--- src/rtl/packet_scheduler.sv ---
// Purpose : picks which packet occupies each 32-pixel slot of a data island.
// Latency : grant/packet_type appear 1 cycle after a decision cycle (counter==0).
// Backpress: none; requests are latched as pending flags, a lost sample sets a sticky flag.
//
// Ports
//   clk_pixel          pixel clock, rising edge
//   reset              synchronous active-high reset
//   island_start       pulse: blanking allows an island to begin (ignored while sending)
//   frame_start        pulse: request AVI and Audio InfoFrames
//   acr_req            pulse: Audio Clock Regeneration packet due
//   sample_req         pulse: one Audio Sample packet ready
//   data_island_period high while a slot is being transmitted
//   packet_type        HB0 of the current slot, held for the whole slot
//   counter            pixel index inside the slot, 0..31
//   packet_ack         one-hot grant pulse {audio_if, avi_if, acr, sample}
//   sample_overflow    sticky: a sample request was dropped
//
// Build option: define PACKET_SCHEDULER_NULL_FILL_EN to fill empty slots with NULL
// packets so every island is MAX_PACKETS slots long; otherwise the island ends as
// soon as nothing is pending.

module packet_scheduler #(
  parameter int MAX_PACKETS = 3  // slots per island, 1..7
) (
  input  logic       clk_pixel,
  input  logic       reset,
  input  logic       island_start,
  input  logic       frame_start,
  input  logic       acr_req,
  input  logic       sample_req,
  output logic       data_island_period,
  output logic [7:0] packet_type,
  output logic [4:0] counter,
  output logic [3:0] packet_ack,
  output logic       sample_overflow
);

  localparam logic [0:0] IDLE = 1'b0;
  localparam logic [0:0] SEND = 1'b1;

  localparam logic [3:0] MAX_P = 4'(MAX_PACKETS);

`ifdef PACKET_SCHEDULER_NULL_FILL_EN
  localparam logic NULL_FILL = 1'b1;
`else
  localparam logic NULL_FILL = 1'b0;
`endif

  localparam logic [7:0] TYPE_SAMPLE   = 8'h02;
  localparam logic [7:0] TYPE_ACR      = 8'h01;
  localparam logic [7:0] TYPE_AVI_IF   = 8'h82;
  localparam logic [7:0] TYPE_AUDIO_IF = 8'h84;
  localparam logic [7:0] TYPE_NULL     = 8'h00;

  logic [0:0] state;
  logic [2:0] slot_cnt;   // index of the slot currently on the wire
  logic [3:0] pend;       // {audio_if, avi_if, acr, sample}

  logic       last_pixel;
  logic       more_slots;
  logic       decision;
  logic       start_slot;
  logic [3:0] grant;
  logic [7:0] grant_type;
  logic [3:0] req_set;

  assign last_pixel = (state == SEND) && (counter == 5'd31);
  assign more_slots = (({1'b0, slot_cnt} + 4'd1) < MAX_P);

  // A decision either opens an island or chooses the content of the next slot.
  assign decision = ((state == IDLE) && island_start) || (last_pixel && more_slots);

  // Fixed priority over the flags as they stand at the start of the decision cycle.
  always_comb begin
    grant      = 4'b0000;
    grant_type = TYPE_NULL;
    if (decision) begin
      if (pend[0]) begin
        grant      = 4'b0001;
        grant_type = TYPE_SAMPLE;
      end else if (pend[1]) begin
        grant      = 4'b0010;
        grant_type = TYPE_ACR;
      end else if (pend[2]) begin
        grant      = 4'b0100;
        grant_type = TYPE_AVI_IF;
      end else if (pend[3]) begin
        grant      = 4'b1000;
        grant_type = TYPE_AUDIO_IF;
      end
    end
  end

  // Without NULL fill an empty decision produces no slot at all.
  assign start_slot = decision && ((|grant) || NULL_FILL);

  assign req_set = {frame_start, frame_start, acr_req, sample_req};

  assign data_island_period = (state == SEND);

  always_ff @(posedge clk_pixel) begin
    if (reset) begin
      state           <= IDLE;
      counter         <= 5'd0;
      slot_cnt        <= 3'd0;
      packet_type     <= TYPE_NULL;
      packet_ack      <= 4'b0000;
      pend            <= 4'b0000;
      sample_overflow <= 1'b0;
    end else begin
      packet_ack <= 4'b0000;

      if (start_slot) begin
        state       <= SEND;
        counter     <= 5'd0;
        packet_type <= grant_type;
        packet_ack  <= grant;
        slot_cnt    <= (state == IDLE) ? 3'd0 : slot_cnt + 3'd1;
      end else if (state == SEND) begin
        if (last_pixel) begin
          // Either the island is full or nothing is left to send.
          state       <= IDLE;
          counter     <= 5'd0;
          packet_type <= TYPE_NULL;
        end else begin
          counter <= counter + 5'd1;
        end
      end

      // Clearing before setting lets a request in the grant cycle stay pending.
      pend <= (pend & ~grant) | req_set;

      if (sample_req && pend[0] && !grant[0]) begin
        sample_overflow <= 1'b1;
      end
    end
  end

endmodule

--- config.mk ---
export PLATFORM = sky130hd
export DESIGN_NAME = packet_scheduler
export DESIGN_NICKNAME = d
export VERILOG_FILES = /design/src/rtl/packet_scheduler.sv
export SDC_FILE = /design/constraint.sdc
export NUM_CORES = 1
export LEC_CHECK = 0
export CAP_MARGIN = 40
export CORE_MARGIN = 5
export CORE_UTILIZATION = 40
export DETAILED_ROUTE_END_ITERATION = 7
export PLACE_DENSITY = 0.76
export REMOVE_ABC_BUFFERS = 1
export SETUP_SLACK_MARGIN = 0.02
export SLEW_MARGIN = 10
export SYNTH_ARGS = -nofsm -noshare
export SYNTH_HDL_FRONTEND = slang
export SYNTH_SLANG_ARGS = --single-unit
export TNS_END_PERCENT = 30
--- constraint.sdc ---
create_clock -name clk_pixel -period 2.6 [get_ports clk_pixel]
set_input_delay 0.52 -clock clk_pixel [delete_from_list [all_inputs] [get_ports clk_pixel]]
set_output_delay 0.52 -clock clk_pixel [all_outputs]
set_load 0.01 [all_outputs]
### Word-level counts from Yosys, hierarchy flattened

Cells that the tools add are included.

* muxes and demuxes: 18
* order comparisons: 1
* bitwise logic cells: 5
* add/sub/neg operators: 3
* equality and inequality tests: 1
* reduce and logical (&&, ||, !) cells: 14

Operator list (number)
* $mux W8: 8
* $mux W4: 5
* $logic_and A1 B1 Y1: 6
* $add A5 B1 Y5 const B: 1
* $eq A5 B5 Y1 const B: 1
* $mux W5: 1
* $add A3 B1 Y4 const B: 1
* $and A4 B4 Y4: 1
* $lt A4 B2 Y1 const B: 1
* $not A4 Y4: 1
* $or A4 B4 Y4: 1
* $reduce_bool A2 Y1: 2
* $reduce_or A2 Y1: 2
* $reduce_or A4 Y1: 1
* $add A3 B1 Y3 const B: 1
* $mux W1: 3
* $mux W3: 1
* $not A1 Y1: 2
* $reduce_and A2 Y1: 1
* $logic_not A1 Y1: 1
* $logic_or A1 B1 Y1: 1

* output and inout port bits: 19
* register bits: 26
* logic and storage cells: 49
* input bits: 6

### Logic depth before layout (Yosys ltp)

Gate-level depths: netlist of the first run.

* depth after elaboration: 9
* mapped depth: 7
* mapped depth without buffers: 7

### Least setup slack after synthesis of the first run

OpenSTA, ideal clock, no wires.

* path kind: reg-to-reg
* start: register counter[0]
* end: register packet_type[2]
* setup slack: 389 ps
* buffers on the path: 0
* cell stages (with the launch flop): 8
* library setup time: 68 ps
* arrival time: 2143 ps
* data required time: 2532 ps
* clock period less this slack: 2211 ps
* cell sequence: dfxtp_1 ha_1 and3_1 ha_1 nand2_2 o41a_4 or4_4 o21ai_2

* cells in the longest elaborated chain, start to end: 9
* elaborated cells on any way between the ends: 12
* those cells by class: 1 x eq/ne; 3 x mux; 8 x reduce/logical

Ends and longest elaborated chain
* start, declared: line 33 `output logic [4:0] counter,`
* start signal, assigned: line 126 `counter <= counter + 5'd1;`
* $eq A5 B5 Y1 *: line 67 `assign last_pixel = (state == SEND) && (counter == 5'd31);`
* $logic_and A1 B1 Y1 *: line 67
* $logic_and A1 B1 Y1: line 71 `assign decision = ((state == IDLE) && island_start) || (last_pixel && more_slots);`
* $logic_or A1 B1 Y1: line 71
* $mux W4: line 77 `if (decision) begin`
* $reduce_or A4 Y1: line 95 `assign start_slot = decision && ((|grant) || NULL_FILL);`
* $logic_and A1 B1 Y1: line 95
* $reduce_bool A2 Y1 (no line)
* $reduce_and A2 Y1 (no line)
* end signal, assigned: line 116 `packet_type <= grant_type;`
* end, declared: line 32 `output logic [7:0] packet_type,`

Every way passes the cells marked *; elsewhere a longest branch is shown, timed or not.
A chain may end at the register's enable or synchronous reset.

### Final worst setup path of the first run

Ends and elaborated chain as after synthesis.

==> metrics.log, run 1 <==
[metrics] status: finished, final reports clean
[metrics] starting density of the core: 42.9%
[metrics] I/O pin total: 25
[metrics] pre-CTS WS: 311 ps
[metrics] DPL Wire Length: 1490 um
[metrics] leakage power: 0.000507 uW
[metrics] count of nets after finishing: 140
[metrics] power per unit of standard cell area: 525 nW/um^2
[metrics] all-layer global routing usage: 11.7%
[metrics] GRT Residual Overflow: 0
[metrics] sequential cell fraction of total power: 57.0%
[metrics] largest cells by area after synthesis: sky130_fd_sc_hd__dfxtp_1, sky130_fd_sc_hd__ha_1, sky130_fd_sc_hd__a21oi_1, sky130_fd_sc_hd__nor2_1, sky130_fd_sc_hd__buf_4
[metrics] residual DRC count: 0
[metrics] type of the worst setup path: reg2reg
[metrics] row count: 17
[metrics] switching portion of total power: 24.9%
[metrics] final-layout setup total negative slack: 0 ps
[metrics] Setup crit start kind: flop
[metrics] diode insertion count for antenna repair: 0
[metrics] #FFs+latches synth: 22
[metrics] yosys synthesis warning count: 0
[metrics] Clk pwr share: 28.0%
[metrics] number of global-route vias before repair: 805
[metrics] pin slew with the least headroom to its limit: 676 ps
[metrics] maximum number of pins on one net before global-route repair: 13
[metrics] DIE HEIGHT: 59.2 um
[metrics] violation count after the first detailed-routing iteration: 11
[metrics] wire length of the first global-routing pass: 3260 um
[metrics] number of antenna violations at the first check in global routing: 0
[metrics] mapped cell area: 967 um^2
[metrics] largest area contributor in the synthesized netlist: sky130_fd_sc_hd__dfxtp_1
[metrics] number of buffers between clock root and the deepest sink: 2
[metrics] launch point of the worst hold path: packet_type[0]
[metrics] share of final-layout standard cells stronger than drive strength 1: 8.53%
[metrics] count of mapped cells out of synthesis: 107
[metrics] worst vdd ir: 406 uV
[metrics] clock-pin slew on the worst setup and hold paths: 110 ps
[metrics] Worst Setup End Kind: flop
[metrics] final setup violating endpoints: 0
[metrics] quantity of hold-fixing buffers added after cts: 0
[metrics] Worst Path Required: 2830 ps
[metrics] number of H-tree levels: 1
[metrics] average cell area after synthesis: 9.04 um^2
[metrics] layer with the highest usage after global routing: met2
[metrics] distinct cell type count of the synthesized netlist: 36
[metrics] total number of vias: 822
[metrics] period utilisation layout: 90.0%
[metrics] number of sinks handled by clock tree synthesis: 22
[metrics] number of I/O port buffers: 20
[metrics] top fanout value on the critical path: 9
[metrics] Final Hold Fails: 0
[metrics] sequential-to-total area share from yosys stat: 45.5%
[metrics] detail-routed net length per standard cell: 12.1 um
[metrics] Worst Slack Setup Final: 260 ps
[metrics] Pins Over Slew Limit: 0
[metrics] FILL cells: 231
[metrics] hold path cells: 1
[metrics] clock latency on the worst-skew pair: 290 ps
[metrics] synthesis-to-finish area growth: 26.4%
[metrics] setup slack, reg-to-reg: 260 ps
[metrics] setup bufs post-CTS: 0
[metrics] placer's final routability congestion estimate: 0.818
[metrics] number of search-and-repair iterations in the first detailed-routing pass: 4
[metrics] arrival time worst endpoint: 2570 ps
[metrics] final wirelength: 1900 um
[metrics] cell at the root of the clock tree: sky130_fd_sc_hd__clkbuf_4
[metrics] number of buffers inserted during clock tree synthesis: 3
[metrics] number of max-cap violations: 0
[metrics] net switching component of the power: 159 uW
[metrics] Worst R2R End: packet_type[2]
[metrics] min-delay worst type: reg2reg
[metrics] placeable core region: 2250 um^2
[metrics] post-CTS sizing: 0
[metrics] Pint: 482 uW
[metrics] combinational cell fraction of total power: 15.0%
[metrics] Worst Reg2Reg Path Length in Cells: 7
[metrics] Endpoint, Worst Hold: packet_type[0]
[metrics] final critical path time including I/O delays and setup: 2340 ps
[metrics] global routing usage on met1: 13.2%
[metrics] met3 usage: 2.83%
[metrics] global routing met2 resource utilization: 21.6%
[metrics] ratio of routed vias to standard cells: 5.24
[metrics] RSZ-0062 raised after global routing: no
[metrics] die span in x: 59.2 um
[metrics] area of the die: 3500 um^2
[metrics] worst r2r src: counter[0]
[metrics] worst max-slew margin expressed relative to the limit: 54.5%
[metrics] final setup skew: 9.56 ps
[metrics] CTS tree: built
[metrics] antenna-violating nets left: 0
[metrics] post-synth top area share: 45.5%
[metrics] maximum frequency from static timing analysis: 427 MHz
## layer usage
metal	vias up	part of all wire, %
met1	387	45
li1	413	-
met2	22	49
met3	0	6.3
met5	-	0
met4	0	0
## synth_stat cells
master,n
sky130_fd_sc_hd__nand4_1,1
sky130_fd_sc_hd__and3_1,2
sky130_fd_sc_hd__nor4_1,2
sky130_fd_sc_hd__o41a_4,1
sky130_fd_sc_hd__o21ai_0,3
sky130_fd_sc_hd__and2_1,1
sky130_fd_sc_hd__a21oi_1,9
sky130_fd_sc_hd__o21ai_2,1
sky130_fd_sc_hd__buf_2,1
sky130_fd_sc_hd__or2b_1,1
sky130_fd_sc_hd__xnor2_1,1
sky130_fd_sc_hd__o2bb2ai_1,1
sky130_fd_sc_hd__ha_1,4
sky130_fd_sc_hd__nand2b_1,1
sky130_fd_sc_hd__xor2_1,1
sky130_fd_sc_hd__clkbuf_1,2
sky130_fd_sc_hd__dfxtp_1,22
sky130_fd_sc_hd__nand3_1,2
sky130_fd_sc_hd__nor2_2,1
sky130_fd_sc_hd__nor2b_1,1
sky130_fd_sc_hd__conb_1,1
sky130_fd_sc_hd__a31oi_1,2
sky130_fd_sc_hd__a21o_1,2
sky130_fd_sc_hd__inv_1,7
sky130_fd_sc_hd__a22o_1,1
sky130_fd_sc_hd__o31ai_1,1
sky130_fd_sc_hd__nor2_1,10
sky130_fd_sc_hd__buf_4,4
sky130_fd_sc_hd__nor3b_1,3
sky130_fd_sc_hd__nor3_1,5
sky130_fd_sc_hd__or4_4,1
sky130_fd_sc_hd__nand2_2,1
sky130_fd_sc_hd__a211oi_1,1
sky130_fd_sc_hd__nand3b_1,2
sky130_fd_sc_hd__nand2_1,5
sky130_fd_sc_hd__o41ai_1,3
## cell type report
| cell class | count | area (um^2) | area share, % |
|---|---|---|---|
| multi-input combinational | 74 | 469 | 38.4 |
| tap | 28 | 35.0 | 2.87 |
| timing repair buffer | 22 | 215 | 17.6 |
| inverter | 7 | 26.3 | 2.15 |
| clock buffer | 4 | 36.3 | 2.97 |
| sequential | 22 | 440 | 36.0 |
## cell usage in the layout, fill, tap and decap left out, types with 2 or more instances in the layout
| master | n |
|---|---|
| sky130_fd_sc_hd__inv_1 | 7 |
| sky130_fd_sc_hd__and3_1 | 2 |
| sky130_fd_sc_hd__o41ai_1 | 3 |
| sky130_fd_sc_hd__clkdlybuf4s50_1 | 20 |
| sky130_fd_sc_hd__o21ai_0 | 3 |
| sky130_fd_sc_hd__nand3b_1 | 2 |
| sky130_fd_sc_hd__a31oi_1 | 2 |
| sky130_fd_sc_hd__clkbuf_4 | 3 |
| sky130_fd_sc_hd__nor4_1 | 2 |
| sky130_fd_sc_hd__buf_4 | 2 |
| sky130_fd_sc_hd__dfxtp_1 | 22 |
| sky130_fd_sc_hd__nor3_1 | 5 |
| sky130_fd_sc_hd__nor3b_1 | 3 |
| sky130_fd_sc_hd__conb_1 | 4 |
| sky130_fd_sc_hd__nand3_1 | 2 |
| sky130_fd_sc_hd__nor2_1 | 10 |
| sky130_fd_sc_hd__ha_1 | 4 |
| sky130_fd_sc_hd__a21oi_1 | 9 |
| sky130_fd_sc_hd__nand2_1 | 5 |
| sky130_fd_sc_hd__a21o_1 | 2 |
## power groups by stage
stage | Clock [uW] | Sequential [uW] | Combinational (uW)
floorplan | 0 | 376 | 48.5
global placement | 0 | 373 | 94.5
detailed placement | 0 | 373 | 96.2
CTS | 187 | 366 | 96.8
global route | 202 | 368 | 107
finish | 180 | 366 | 96.3
## logic make-up after synthesis
kind of cell,synth area share (%)
simple gates,21.7
compound gates,18.2
flops,45.5
buf+inv,7.12
fa+ha+maj,5.17
xor+xnor,1.81
other cells,0.388
## stage by stage
| stage | hold slack, ps | area [um^2] | total power, uW | std cells | util [%] |
|---|---|---|---|---|---|
| 4_1_cts | 477 | 1220 | 650 | 157 | 54.2 |
| 5_1_grt | 502 | 1220 | 678 | 157 | 54.2 |
| 3_3_place_gp | 440 | 1190 | 467 | 153 | 52.6 |
| 2_1_floorplan | 463 | 936 | 424 | 103 | - |
| 3_5_place_dp | 444 | 1190 | 470 | 153 | 52.6 |
| 6_report | 468 | 1220 | 642 | 157 | 54.2 |
## registers in the layout, indices dropped and copies added (netlist names)
name and count:
sample_overflow 1, pend 4, packet_ack 4, slot_cnt 3, packet_type 4, counter 5, data_island_period 1
## worst max-delay path: stages (launching register included)
cell and delay (ps):
sky130_fd_sc_hd__dfxtp_1 430, sky130_fd_sc_hd__ha_1 200, sky130_fd_sc_hd__and3_1 170, sky130_fd_sc_hd__ha_1 270, sky130_fd_sc_hd__nand2_2 120, sky130_fd_sc_hd__o41a_4 530
sky130_fd_sc_hd__or4_4 500, sky130_fd_sc_hd__o21ai_2 60
## worst max-delay path by stage
stage | startpoint | cells past startpoint | endpoint | slack (ps)
after global placement | counter[0] | 7 | packet_type[2] | 380
final | counter[0] | 7 | packet_type[2] | 260
after CTS | counter[0] | 7 | packet_type[2] | 270
after global routing | counter[0] | 7 | packet_type[2] | 170
after detailed placement | counter[0] | 7 | packet_type[2] | 310
after floorplan | counter[0] | 7 | packet_type[2] | 390
Power figures use the tool's default switching activity.
==> inputs of run 2 (changes only) <==
--- a/config.mk
+++ b/config.mk
@@ -7,11 +7,12 @@
 export LEC_CHECK = 0
 export CAP_MARGIN = 40
 export CORE_MARGIN = 5
-export CORE_UTILIZATION = 40
+export CORE_UTILIZATION = 47
 export DETAILED_ROUTE_END_ITERATION = 7
-export PLACE_DENSITY = 0.76
+export PLACE_DENSITY = 0.85
 export REMOVE_ABC_BUFFERS = 1
 export SETUP_SLACK_MARGIN = 0.02
+export SKIP_LAST_GASP = 1
 export SLEW_MARGIN = 10
 export SYNTH_ARGS = -nofsm -noshare
 export SYNTH_HDL_FRONTEND = slang
==> metrics.log, run 2 (synthesis gave the netlist of run 1 again) <==
[metrics] number of antenna violations at the first check in global routing: 0
[metrics] period utilisation layout: 90.0%
[metrics] final setup skew: 8.92 ps
[metrics] die span in x: 55.4 um
[metrics] final non-filler cell total: 156
[metrics] GRT Residual Overflow: 0
[metrics] min-delay worst type: reg2reg
[metrics] cell at the root of the clock tree: sky130_fd_sc_hd__clkbuf_4
[metrics] register with the most flip-flops: counter
[metrics] pin slew with the least headroom to its limit: 665 ps
[metrics] type of the worst setup path: reg2reg
[metrics] maximum number of pins on one net before global-route repair: 17
[metrics] detail-routed net length per standard cell: 13.4 um
[metrics] arrival time worst endpoint: 2590 ps
[metrics] final critical path time including I/O delays and setup: 2340 ps
[metrics] Top cell by count, worst path: sky130_fd_sc_hd__ha_1
[metrics] DPL Wire Length: 1600 um
[metrics] pre-CTS WS: 325 ps
[metrics] violation count after the first detailed-routing iteration: 25
[metrics] number of H-tree levels: 1
[metrics] number of flip-flops under the largest register name: 5
[metrics] number of sinks handled by clock tree synthesis: 22
[metrics] Final Hold Fails: 0
[metrics] Worst Setup End Kind: flop
[metrics] number of max-cap violations: 0
[metrics] Routed met2 length: 1070 um
[metrics] top fanout value on the critical path: 9
[metrics] clock latency on the worst-skew pair: 310 ps
[metrics] I/O pin total: 25
[metrics] leakage power: 0.000514 uW
[metrics] final-layout setup total negative slack: 0 ps
[metrics] starting density of the core: 49.3%
[metrics] number of global-route vias before repair: 814
[metrics] setup bufs post-CTS: 0
[metrics] Worst Path Required: 2850 ps
[metrics] row count: 16
[metrics] total number of vias: 833
[metrics] Final Total Pwr: 724 uW
[metrics] diode insertion count for antenna repair: 0
[metrics] number of buffers between clock root and the deepest sink: 2
[metrics] DR top layer: met4
[metrics] residual DRC count: 0
[metrics] synthesis-to-finish area growth: 27.9%
[metrics] count of nets after finishing: 140
[metrics] maximum frequency from static timing analysis: 427 MHz
[metrics] leading cell types in the layout, fill and taps excluded: sky130_fd_sc_hd__dfxtp_1, sky130_fd_sc_hd__clkdlybuf4s50_1, sky130_fd_sc_hd__nor2_1
[metrics] Met3 Routed Length: 61 um
[metrics] leading cell type in the layout, fill and taps excluded: sky130_fd_sc_hd__dfxtp_1
[metrics] worst max-slew margin expressed relative to the limit: 55.3%
[metrics] final wirelength: 2080 um
[metrics] area of the die: 3070 um^2
[metrics] placer's final routability congestion estimate: 0.838
[metrics] Setup crit start kind: flop
[metrics] ratio of routed vias to standard cells: 5.34
[metrics] Worst path max stage delay: 530 ps
[metrics] worst vdd ir: 483 uV
[metrics] antenna-violating nets left: 0
[metrics] Critical Path, Cell by Cell: ha_1 -> and3_1 -> ha_1 -> nand2_2 -> o41a_4 -> or4_4 -> o21ai_2
[metrics] Worst Slack Setup Final: 261 ps
[metrics] post-CTS sizing: 0
[metrics] wire length of the first global-routing pass: 3460 um
[metrics] number of cells after detailed placement: 152
[metrics] number of buffers inserted during clock tree synthesis: 3
[metrics] DIE HEIGHT: 55.4 um
[metrics] number of search-and-repair iterations in the first detailed-routing pass: 4
[metrics] power per unit of standard cell area: 585 nW/um^2
[metrics] all-layer global routing usage: 13.6%
[metrics] met1 wire length: 936 um
[metrics] status: finished, final reports clean
[metrics] clock-pin slew on the worst setup and hold paths: 120 ps
[metrics] number of I/O port buffers: 20
[metrics] final setup violating endpoints: 0
[metrics] share of final-layout standard cells stronger than drive strength 1: 8.53%
[metrics] Pins Over Slew Limit: 0
[metrics] placeable core region: 1960 um^2
[metrics] Worst path slowest cell: sky130_fd_sc_hd__o41a_4
[metrics] CTS tree: built
[metrics] RSZ-0062 raised after global routing: no
[metrics] quantity of hold-fixing buffers added after cts: 0
run 2: path summary, 6_finish.rpt:
path	start	slack, ps	cells past startpoint	to
setup / recovery	counter[0]	260	7	packet_type[2]
hold / removal	packet_type[0]	480	1	packet_type[0]
setup reg to reg	counter[0]	260	7	packet_type[2]
hold reg to reg	packet_type[0]	480	1	packet_type[0]
run 2: area by class of cell:
cell class	count	area (um^2)
multi-input combinational	74	469
fill	195	724
sequential	22	440
clock buffer	3	22.5
clock inverter	1	30.0
tap	27	33.8
timing repair buffer	22	215
inverter	7	26.3
run 2: power breakdown:
part / leakage [uW] / switching [uW] / internal, uW / total (uW)
sequential: 0.000180 / 15.5 / 352 / 367
combinational: 0.000306 / 51.4 / 45.5 / 96.9
clock: 0.0000279 / 104 / 156 / 260
total: 0.000514 / 171 / 553 / 724
run 2: critical path: cells and delay by family (launching register included):
family / cells / cell delay [ps]
AOI/OAI and AO/OA: 2 / 590
adders and majority gates: 2 / 460
DFF: 1 / 440
and+or+nand+nor: 3 / 770
run 2: stage by stage:
| stage | hold slack (ps) | area [um^2] | utilization [%] |
|---|---|---|---|
| 2_1_floorplan | 463 | 936 | - |
| 3_3_place_gp | 441 | 1180 | 60.4 |
| 3_5_place_dp | 451 | 1180 | 60.4 |
| 4_1_cts | 483 | 1240 | 63.1 |
| 5_1_grt | 512 | 1240 | 63.1 |
| 6_report | 476 | 1240 | 63.1 |
run 2: per-layer routing:
metal  vias up  global-route usage [%]
li1        413                       -
met3         2                    3.03
met5         -                       0
met1       389                    15.1
met2        29                    24.3
met4         0                    6.25
